==> src/rtl/rv_fetch_queue.sv <==
// Halfword prefetch queue between the instruction-fetch bus and decode.
// Accepts 32-bit fetch words and presents one RV32 or RVC instruction per cycle with its PC.
module rv_fetch_queue #(
  parameter int IADDR_SPACE_BITS = 16,
  parameter int HW               = 16,
  parameter int DEPTH_BITS       = 3
) (
  input  logic                          i_clk,
  input  logic                          i_reset_n,
  input  logic [IADDR_SPACE_BITS-1:1]   i_reset_pc,
  input  logic                          i_flush,
  input  logic [IADDR_SPACE_BITS-1:1]   i_flush_pc,
  input  logic                          i_push_valid,
  input  logic [2*HW-1:0]               i_push_data,
  input  logic                          i_push_skip_lo,
  output logic                          o_push_ready,
  output logic                          o_instr_valid,
  output logic [2*HW-1:0]               o_instr,
  output logic                          o_is_comp,
  output logic [IADDR_SPACE_BITS-1:1]   o_pc,
  output logic [IADDR_SPACE_BITS-1:1]   o_pc_next,
  input  logic                          i_pop,
  output logic [DEPTH_BITS:0]           o_count
);

  localparam int QSIZE = 2 ** DEPTH_BITS;
  localparam int CW    = DEPTH_BITS + 1;
  localparam int PW    = IADDR_SPACE_BITS - 1;

  logic [HW-1:0]               mem_q [QSIZE];
  logic [HW-1:0]               mem_d [QSIZE];
  logic [HW-1:0]               ext_s [QSIZE+2];
  logic [HW-1:0]               sh_s  [QSIZE];
  logic [CW-1:0]               count_q, count_d;
  logic [IADDR_SPACE_BITS-1:1] pc_q, pc_d;
  logic [IADDR_SPACE_BITS-1:1] pc_next_s;
  logic [CW-1:0]               pop_amt_s, push_amt_s, wr_idx_s;
  logic                        is_comp_s, instr_valid_s, push_ready_s, pop_s, push_s;
  logic [HW-1:0]               wr_lo_s, wr_hi_s;

  assign is_comp_s     = (count_q != CW'(0)) && (mem_q[0][1:0] != 2'b11);
  assign instr_valid_s = is_comp_s || (count_q >= CW'(2));
  assign push_ready_s  = (count_q <= CW'(QSIZE - 2));
  assign pop_s         = i_pop && instr_valid_s;
  assign push_s        = i_push_valid && push_ready_s;
  assign pop_amt_s     = pop_s ? (is_comp_s ? CW'(1) : CW'(2)) : CW'(0);
  assign push_amt_s    = push_s ? (i_push_skip_lo ? CW'(1) : CW'(2)) : CW'(0);
  assign wr_idx_s      = count_q - pop_amt_s;
  // On skip_lo only the upper halfword enters the queue, landing at the write index.
  assign wr_lo_s       = i_push_skip_lo ? i_push_data[2*HW-1:HW] : i_push_data[HW-1:0];
  assign wr_hi_s       = i_push_data[2*HW-1:HW];
  assign pc_next_s     = pc_q + (is_comp_s ? PW'(1) : PW'(2));

  assign o_push_ready  = push_ready_s;
  assign o_instr_valid = instr_valid_s;
  assign o_is_comp     = is_comp_s;
  assign o_instr       = is_comp_s ? {{HW{1'b0}}, mem_q[0]} : {mem_q[1], mem_q[0]};
  assign o_pc          = pc_q;
  assign o_pc_next     = pc_next_s;
  assign o_count       = count_q;

  // Shift surviving entries down by the pop amount, then overlay pushed halfwords.
  always_comb begin
    for (int i = 0; i < QSIZE; i++) begin
      ext_s[i] = mem_q[i];
    end
    ext_s[QSIZE]   = {HW{1'b0}};
    ext_s[QSIZE+1] = {HW{1'b0}};
    for (int i = 0; i < QSIZE; i++) begin
      case (pop_amt_s)
        CW'(1):  sh_s[i] = ext_s[i+1];
        CW'(2):  sh_s[i] = ext_s[i+2];
        default: sh_s[i] = ext_s[i];
      endcase
      if (push_s && (CW'(i) == wr_idx_s)) begin
        mem_d[i] = wr_lo_s;
      end else if (push_s && !i_push_skip_lo && (CW'(i) == wr_idx_s + CW'(1))) begin
        mem_d[i] = wr_hi_s;
      end else begin
        mem_d[i] = sh_s[i];
      end
    end
  end

  // Next occupancy and head PC; flush overrides any concurrent push or pop.
  always_comb begin
    count_d = count_q;
    pc_d    = pc_q;
    if (i_flush) begin
      count_d = CW'(0);
      pc_d    = i_flush_pc;
    end else if (pop_s) begin
      count_d = count_q - pop_amt_s + push_amt_s;
      pc_d    = pc_next_s;
    end else begin
      count_d = count_q + push_amt_s;
      pc_d    = pc_q;
    end
  end

  // Control state register with synchronous active-low reset.
  always_ff @(posedge i_clk) begin
    if (!i_reset_n) begin
      count_q <= CW'(0);
      pc_q    <= i_reset_pc;
    end else begin
      count_q <= count_d;
      pc_q    <= pc_d;
    end
  end

  // Queue storage; contents are don't-care whenever count is zero, so no reset.
  always_ff @(posedge i_clk) begin
    mem_q <= mem_d;
  end

endmodule

==> config.mk <==
export PLATFORM = sky130hd
export DESIGN_NAME = rv_fetch_queue
export DESIGN_NICKNAME = d
export VERILOG_FILES = /design/src/rtl/rv_fetch_queue.sv
export SDC_FILE = /design/constraint.sdc
export NUM_CORES = 1
export LEC_CHECK = 0
export ABC_AREA = 1
export CAP_MARGIN = 0
export CORE_ASPECT_RATIO = 1.1
export CORE_UTILIZATION = 51
export CTS_BUF_LIST = sky130_fd_sc_hd__clkbuf_4 sky130_fd_sc_hd__clkbuf_8 sky130_fd_sc_hd__clkbuf_16
export CTS_CLUSTER_SIZE = 10
export DETAILED_ROUTE_END_ITERATION = 7
export PLACE_DENSITY = 0.81
export SLEW_MARGIN = 20
export SYNTH_ARGS = -nofsm -noshare
export SYNTH_HDL_FRONTEND = slang
export SYNTH_SLANG_ARGS = --single-unit
==> constraint.sdc <==
create_clock -name i_clk -period 5.4 [get_ports i_clk]
set_clock_uncertainty 0.05 [all_clocks]
set_input_delay 1.62 -clock i_clk [delete_from_list [all_inputs] [get_ports i_clk]]
set_output_delay 1.62 -clock i_clk [all_outputs]
set_load 0.05 [all_outputs]
# After elaboration in Yosys (flattened, before gate mapping)
# Cells that the tools add are included.
op_classes:
  add_sub_neg: 5
  magnitude_cmp: 2
  n_eq_ne: 18
  muxes: 35
  bitwise_logic: 1
  reduce_logical: 35
op_table:
  columns: ["cell", "n"]
  rows:
  - ["16-bit two-way mux", 18]
  - ["16-bit case mux with 2 select lines", 7]
  - ["15-bit two-way mux", 3]
  - ["3-bit by 4-bit == test with 1-bit output (first input constant)", 8]
  - ["32-bit two-way mux", 1]
  - ["4-bit nonzero test", 8]
  - ["1-bit logical AND", 20]
  - ["2-bit by 4-bit == test with 1-bit output (first input constant)", 4]
  - ["15-bit by 2-bit adder with 15-bit output", 1]
  - ["2-bit two-way mux", 5]
  - ["4-bit by 2-bit adder with 4-bit output", 2]
  - ["1-bit by 4-bit == test with 1-bit output (first input constant)", 2]
  - ["4-bit logical NOT", 2]
  - ["4-bit by 1-bit adder with 4-bit output (second input constant)", 1]
  - ["4-bit by 2-bit >= comparator with 1-bit output (second input constant)", 1]
  - ["4-bit by 3-bit less-or-equal comparator with 1-bit output (second input constant)", 1]
  - ["4-bit two-way mux", 1]
  - ["2-bit OR reduction", 2]
  - ["4-bit by 2-bit subtractor with 4-bit output", 1]
  - ["3-bit by 1-bit != test with 1-bit output (second input constant)", 1]
  - ["3-bit nonzero test", 1]
  - ["2-bit by 1-bit == test with 1-bit output (second input constant)", 1]
  - ["2-bit == test (second input constant)", 1]
  - ["2-bit != test (second input constant)", 1]
  - ["3 further kinds", 3]
word_totals:
  regBits: 147
  input_bits: 68
  out_inout_bits: 69
  word_cells: 106

# Longest topological paths before layout
# Gate-level depths: netlist (run 1).
depth:
  word_depth: 11
  ltp_mapped: 19
  ltp_nobuf: 15

# Worst setup path before layout (run 1)
# OpenSTA, ideal clock, no wires.
synth_timing:
  path_type: "reg-to-output"
  from: "register count_q[2] (netlist: o_count[2])"
  to: "output o_pc_next[9] (netlist bit)"
  arrival_ps: 3763
  required_time_ps: 3730
  slack_ps: -33
  stages_incl_launch_ff: 14
  cell_sequence: "dfxtp_1 -> buf_6 -> nor2_1 -> nand2_1 -> nand2_1 -> buf_2 -> clkinv_1 -> buf_1 -> ha_1 -> fa_1 -> nand3_1 -> inv_1 -> nand2_1 -> xnor2_1"
synth_via:
  elab_chain_cells: 4
synth_lines:
  columns: ["item", "line", "rtl"]
  rows:
  - ["from (decl)", "34", "logic [CW-1:0] count_q, count_d;"]
  - ["from (signal assigned)", "107", "count_q <= count_d;"]
  - ["4-bit nonzero test", "41", "assign is_comp_s = (count_q != CW'(0)) && (mem_q[0][1:0] != 2'b11);"]
  - ["1-bit logical AND", "41", null]
  - ["via o_is_comp", "19", "output logic o_is_comp,"]
  - ["2-bit two-way mux", "52", "assign pc_next_s = pc_q + (is_comp_s ? PW'(1) : PW'(2));"]
  - ["15-bit by 2-bit adder with 15-bit output", "52", null]
  - ["to (decl)", "21", "output logic [IADDR_SPACE_BITS-1:1] o_pc_next,"]
# The timed path passes the listed nets, and every way through them passes these cells.

# Worst setup path after layout (run 1)
layout_timing:
  from: "register count_q[2] (netlist: o_count[2])"
  to: "output o_pc_next[15] (netlist bit)"
layout_via:
  elab_chain_cells: 4
layout_lines:
  columns: ["item", "line"]
  rows:
  - ["4-bit nonzero test", "41"]
  - ["1-bit logical AND", "41"]
  - ["2-bit two-way mux", "52"]
  - ["15-bit by 2-bit adder with 15-bit output", "52"]
# Every way passes these cells.

==> qor.txt, run 1 <==
Post-synthesis xor/xnor area fraction - 0.883%
Initial antenna violation count - 0
Post-cts resize count - 0
Final ANT Viol Nets - 0
Vias - 11317
H-tree levels - 4
First DRT Iteration DRCs - 1566
Placed inst area - 0.0122 sq mm
Fillcell total - 1870
Status - finished clean
Share of cells above drive strength 1 - 6.94%
IO Count - 137
CP arrival - 3.09 ns
Yosys top cell area share - 39.9%
Worst R2R Start - o_count[2]
Tcrit/Tclk final - 88.1%
ANT cells - 0
Initial core utilization - 52.2%
Hold Crit Class - register to register
Post-CTS Hold Fix Bufs - 0
Reg2reg end - ext_s[42]
Worst Hold Path EP - ext_s[110]
Die Area - 0.0217 sq mm
WL/cell - 19.8 um
Final Hold Viols - 0
Compound-cell area share of the yosys netlist - 2.72%
Hold Worst Slack - 0.671 ns
Post-Synth Simple-Gate Area - 46.6%
Sequential area share after synthesis - 40.6%
Vias per inst - 5.87
Most common cell on crit path - nand2_1
Commonest non-fill, non-tap cell in the layout - nand2_1
Hold_sp - ext_s[94]
Fin worst setup slack - 0.643 ns
Hold Path Cell Cnt - 6
Syn_nets - 1668
Crit-path max cell delay - 0.43 ns
Die X - 141 um
Worst reg2reg path depth - 13
Mapped Cells - 1591
Crit Path Max Fanout - 14
CP max stage cell - dfxtp_1
Min cycle time layout - 4.76 ns
Vias in the first global route - 10320
Crit path kind - register to output pin
Setup Viol. Count Final - 0
Main combinational cell family by area after synthesis - simple AND/OR/NAND/NOR gates
Mux cell area share after synthesis - 0%
Clock transition at path regs - 0.07 ns
Synth unique cells - 33
Flops & latches, synth - 147
Overall Global Routing Usage - 35.8%
WP buf/inv - 3
Grt ovf - 0
Synth area leader - edfxtp_1
Core area - 0.0206 sq mm
I/O Buffers - 136
Die Span Y - 154 um
Area growth, synth to finish - 18.8%
Rel. slew slack - 30.8%
CTS Buf Count - 17
Pin count of the biggest net entering global routing - 114
TNS Setup - 0 ns
First-pass GRT wire length - 58.2 mm
Row count - 55
Gpl congestion - 0.961
Mapped Area - 0.0108 sq mm
Worst Setup SP - o_count[2]
Setup bufs post-CTS - 0
Leak pwr - 6.09 nW
Fmax - 210 MHz
Final Power - 4.13 mW
Clock tree buffer depth - 2
Worst Path Required - 3.73 ns
Max-cap check violation count - 0
Final net count - 1735
Crit-path cells - nor2_1 > nand2_1 > nand2_2 > clkinv_1 > ha_1 > fa_1 > nand3_1 > inv_1 > nand2_1 > nor2_1 > nand3_1 > nand2_1 > buf_12
Setup crit end kind - output pin
PwrDens - 323 mW/mm^2
WL final - 38.2 mm
Post-route DRC - 0
VDD IR max - 0.219 mV
Yosys synthesis warning count - 0
DP Worst Slack - 0.439 ns
Synth area leaders - edfxtp_1, nand2_1, nand3_1
Register-to-register setup slack - 1.16 ns
RSZ-0062 raised after global routing - no
WP depth - 13
Clk Tree Root Cell - clkbuf_16
Final Slew Violations - 0
Most frequent cells in the layout - nand2_1, nand3_1, edfxtp_1
Clk_lat worst skew - 0.44 ns
Drt first pass iters - 8
Cell area after layout - 0.0128 sq mm
Clock sink total - 147
CTS tree - done
Crit path max-delay family - simple AND/OR/NAND/NOR gates
Adder-cell share of the synthesized area - 1.25%
CP startpoint kind - register
Worst-Margin Slew - 1.04 ns
Post-DP HPWL - 25.9 mm
Avg Cell Area, Syn - 6.77 sq um
[final cells by class]
class	instances	area, sq um	share of cell area (%)
clock buffer	17	425	3.33
clock inverter	15	180	1.41
inverter	74	278	2.17
multi-input combinational	1251	5570	43.5
sequential	147	4370	34.2
tap	256	320	2.50
timing repair buffer	167	1650	12.9
[worst register-to-register path, stage by stage (launching register included)]
cell	delay, ns
dfxtp_1	0.57
nor2_1	0.09
nand2_1	0.10
nand2_2	0.24
nor2_1	0.19
ha_1	0.16
inv_1	0.06
fa_1	0.64
inv_1	0.12
nor3_1	0.40
nand2_2	0.33
nor2_4	0.24
inv_2	0.12
nand3_1	0.55
[cells in the mapped netlist]
| master | n |
|---|---|
| o21ai_0 | 25 |
| buf_1 | 9 |
| inv_1 | 63 |
| nor2_2 | 6 |
| nand3b_1 | 3 |
| nor3_2 | 1 |
| nand3_4 | 1 |
| inv_2 | 10 |
| a21oi_1 | 12 |
| ha_1 | 6 |
| nand2_2 | 6 |
| nor2_1 | 53 |
| nor3_1 | 5 |
| buf_6 | 1 |
| nand2_4 | 1 |
| nand4_1 | 105 |
| edfxtp_1 | 143 |
| nand3_2 | 2 |
| dfxtp_1 | 4 |
| o21ai_1 | 20 |
| clkbuf_1 | 49 |
| xor2_2 | 1 |
| nand4_2 | 5 |
| a21o_1 | 1 |
| fa_1 | 3 |
| xor2_1 | 6 |
| xnor2_1 | 3 |
| nand2_1 | 821 |
| buf_4 | 20 |
| buf_2 | 40 |
| nor2_4 | 1 |
| nand3_1 | 164 |
| clkinv_1 | 1 |
[per-layer routing]
| layer | share of wire, % | wire, um | track usage, % | up-vias |
|---|---|---|---|---|
| met1 | 37 | 14200 | 46.6 | 4984 |
| met2 | 43 | 16300 | 53.4 | 823 |
| met4 | 6.4 | 2460 | 23.3 | 0 |
| met3 | 14 | 5220 | 8.64 | 165 |
| li1 | - | - | - | 5345 |
| met5 | 0 | 0 | 0 | - |
[where the power goes]
group	leakage [nW]	internal [mW]	switching (mW)	total, mW
clock	0.292	0.730	0.514	1.24
sequential	1.36	1.45	0.0840	1.53
combinational	4.44	0.401	0.951	1.35
total	6.09	2.58	1.55	4.13
[cell families after synthesis]
kind of cell / Yosys count
simple gates: 1174
buf+inv: 193
fa+ha+maj: 9
xor+xnor: 10
flops: 147
compound gates: 58
[through the flow]
stage / std cells / util, %
2_1_floorplan: 1591 / -
3_3_place_gp: 1895 / 59.0
3_5_place_dp: 1895 / 59.0
4_1_cts: 1927 / 61.9
5_1_grt: 1927 / 62.0
6_report: 1927 / 62.0
[state kept, by name (all words and copies together) (netlist names)]
register / count
o_pc: 15
o_count: 4
ext_s: 128
[worst max-delay path by stage]
stage                    endpoint  slack [ns]
floorplan            o_pc_next[7]        0.03
global placement        ext_s[39]        0.53
detailed placement      ext_s[34]        0.44
CTS                 o_pc_next[13]        0.66
global route        o_pc_next[15]        0.45
finish              o_pc_next[15]        0.64
Note: power is estimated with default switching activity, not from simulation.
==> run 2: changes to the inputs <==
--- a/config.mk
+++ b/config.mk
@@ -7,12 +7,14 @@
 export LEC_CHECK = 0
 export ABC_AREA = 1
 export CAP_MARGIN = 0
+export CELL_PAD_IN_SITES_DETAIL_PLACEMENT = 1
+export CELL_PAD_IN_SITES_GLOBAL_PLACEMENT = 1
 export CORE_ASPECT_RATIO = 1.1
-export CORE_UTILIZATION = 51
+export CORE_UTILIZATION = 41
 export CTS_BUF_LIST = sky130_fd_sc_hd__clkbuf_4 sky130_fd_sc_hd__clkbuf_8 sky130_fd_sc_hd__clkbuf_16
 export CTS_CLUSTER_SIZE = 10
 export DETAILED_ROUTE_END_ITERATION = 7
-export PLACE_DENSITY = 0.81
+export PLACE_DENSITY = 0.89
 export SLEW_MARGIN = 20
 export SYNTH_ARGS = -nofsm -noshare
 export SYNTH_HDL_FRONTEND = slang
==> run 2 against run 1 <==
Compared with the run above:
- wire length up 15%
- hold slack worse by 0.037 ns
- sequential share of layout area down 0.52 points
- critical path depth increased by 1
- clock power increased by 6%
- total power up 3.3%
- cell count up 4.5%
- flip-flop and latch count unchanged
- critical endpoint unchanged
- highest routed layer unchanged
==> qor.txt, run 2 (same netlist as run 1, synthesis figures left out) <==
Status - finished clean
Pin count of the biggest net entering global routing - 76 (-33%)
Overall Global Routing Usage - 33.6% (-2.2 points)
I/O Buffers - 136 (unchanged)
Register-to-register setup slack - 0.99 ns (-0.17 ns)
Clock transition at path regs - 0.07 ns (about the same)
Combinational Power Share - 33.2% (+0.5 points)
Placed cells - 1982 (+4.6%)
Clk Tree Root Cell - clkbuf_16
Rel. slew slack - 27.0% (-3.8 points)
Area growth, synth to finish - 20.6%
ANT cells - 0 (unchanged)
Final net count - 1732 (-0.17%)
Clock sink total - 147 (unchanged)
Share of cells above drive strength 1 - 6.89% (-0.047 points)
CTS Buf Count - 17 (unchanged)
Initial antenna violation count - 0 (unchanged)
Clock Power Share - 30.7% (+0.6 points)
CTS tree - done
Final Slew Violations - 0 (unchanged)
Hold Crit Class - register to register
Crit Path Max Fanout - 18 (+4)
Seq pwr share - 36.1% (-1.0 points)
Die Area - 0.0269 sq mm (+24%)
H-tree levels - 4 (unchanged)
First DRT Iteration DRCs - 1177 (-25%)
Multi-input gate area - 0.00557 sq mm (about the same)
Most frequent cells in the layout - nand2_1, nand3_1, edfxtp_1
Crit path kind - register to output pin
First-pass GRT wire length - 68.6 mm (+18%)
Die X - 157 um (+11%)
Min cycle time layout - 4.87 ns (+0.115 ns)
Fillcell total - 3243 (+73%)
Sw Ratio - 37.6% (+0.10 points)
Post-DP HPWL - 30.4 mm (+17%)
Final Hold Viols - 0 (unchanged)
Tcrit/Tclk final - 90.2% (+2.1 points)
Worst Setup SP - o_count[2]
Vias in the first global route - 12051 (+17%)
Setup crit end kind - output pin
Drt first pass iters - 5 (-3)
TNS Setup - 0 ns (unchanged)
Hold Worst Slack - 0.634 ns (-0.0369 ns)
Worst R2R Start - o_count[2]
Non-Filler Instances - 2014 (+4.5%)
WL/cell - 21.8 um (+9.7%)
Sequential cell area - 0.00437 sq mm (unchanged)
Initial core utilization - 42.1% (-10 points)
Clk_lat worst skew - 0.44 ns (about the same)
Grt ovf - 0 (unchanged)
VDD IR max - 0.243 mV (+11%)
Vias per inst - 5.82 (-0.97%)
Gpl congestion - 0.890 (-7.4%)
Core area - 0.0256 sq mm (+24%)
Row count - 61 (+11%)
Post-route DRC - 0 (unchanged)
Hold_sp - ext_s[39]
CP startpoint kind - register
Die Span Y - 172 um (+11%)
Post-cts resize count - 0 (unchanged)
Worst Path Required - 3.73 ns (about the same)
CP arrival - 3.20 ns (+0.11 ns)
Switching power - 1.60 mW (+3.6%)
PwrDens - 328 mW/mm^2 (+1.7%)
Commonest non-fill, non-tap cell in the layout - nand2_1
IO Count - 137 (unchanged)
Setup bufs post-CTS - 0 (unchanged)
Setup Viol. Count Final - 0 (unchanged)
Vias - 11713 (+3.5%)
Worst-Margin Slew - 1.09 ns (+0.0491 ns)
Fmax - 205 MHz (-2.4%)
RSZ-0062 raised after global routing - no
Post-CTS Hold Fix Bufs - 0 (unchanged)
WL final - 43.8 mm (+15%)
Final ANT Viol Nets - 0 (unchanged)
Leak pwr - 6.11 nW (+0.40%)
Max FFs per register - 128 (unchanged)
Clock tree buffer depth - 2 (unchanged)
Internal - 2.66 mW (+3.2%)
Max-cap check violation count - 0 (unchanged)
[run 2: area by class of cell]
| type | count | area share, % |
|---|---|---|
| clock buffers | 20 | 3.45 |
| clock inverters | 12 | 1.38 |
| inverters | 74 | 2.14 |
| multi-input cells | 1251 | 42.9 |
| flip-flops and latches | 147 | 33.7 |
| well taps | 346 | 3.33 |
| repair buffers | 164 | 13.1 |
[run 2: worst max-delay path, cell delays in order, from the launching register on]
cell and delay [ns]:
dfxtp_1 0.57, nor2_1 0.09, nand2_1 0.19, nand2_4 0.07, clkinv_1 0.06, buf_4 0.22
ha_1 0.25, fa_1 0.26, nand3_1 0.18, inv_1 0.13, nand2_1 0.14, nor2_1 0.18
nand3_1 0.10, nand2_1 0.15, buf_12 0.16
[run 2: worst paths after layout]
path,to,depth (start not counted)
max,o_pc_next[15],14
min,ext_s[55],4
max reg2reg,ext_s[114],12
min reg2reg,ext_s[55],4
[run 2: layer usage]
layer	vias up	part of all wire, %	track usage (%)
li1	5337	-	-
met1	5613	39	41.8
met2	627	48	55.9
met3	136	8.4	6.12
met4	0	4.4	17.1
met5	-	0	0
[run 2: power by group through the flow]
stage / clock (mW) / combinational [mW] / sequential, mW
2_1_floorplan: 0 / 0.870 / 1.57
3_3_place_gp: 0 / 1.33 / 1.55
3_5_place_dp: 0 / 1.38 / 1.56
4_1_cts: 1.30 / 1.40 / 1.54
5_1_grt: 1.34 / 1.51 / 1.55
6_report: 1.31 / 1.42 / 1.54
[run 2: through the flow]
stage	total power, mW	utilization, %	setup slack [ns]	instance area, sq um
2_1_floorplan	2.44	-	0.0275	10800
3_3_place_gp	2.88	48.4	0.614	12400
3_5_place_dp	2.94	48.4	0.448	12400
4_1_cts	4.24	50.8	0.470	13000
5_1_grt	4.41	50.8	0.278	13000
6_report	4.27	50.8	0.528	13000
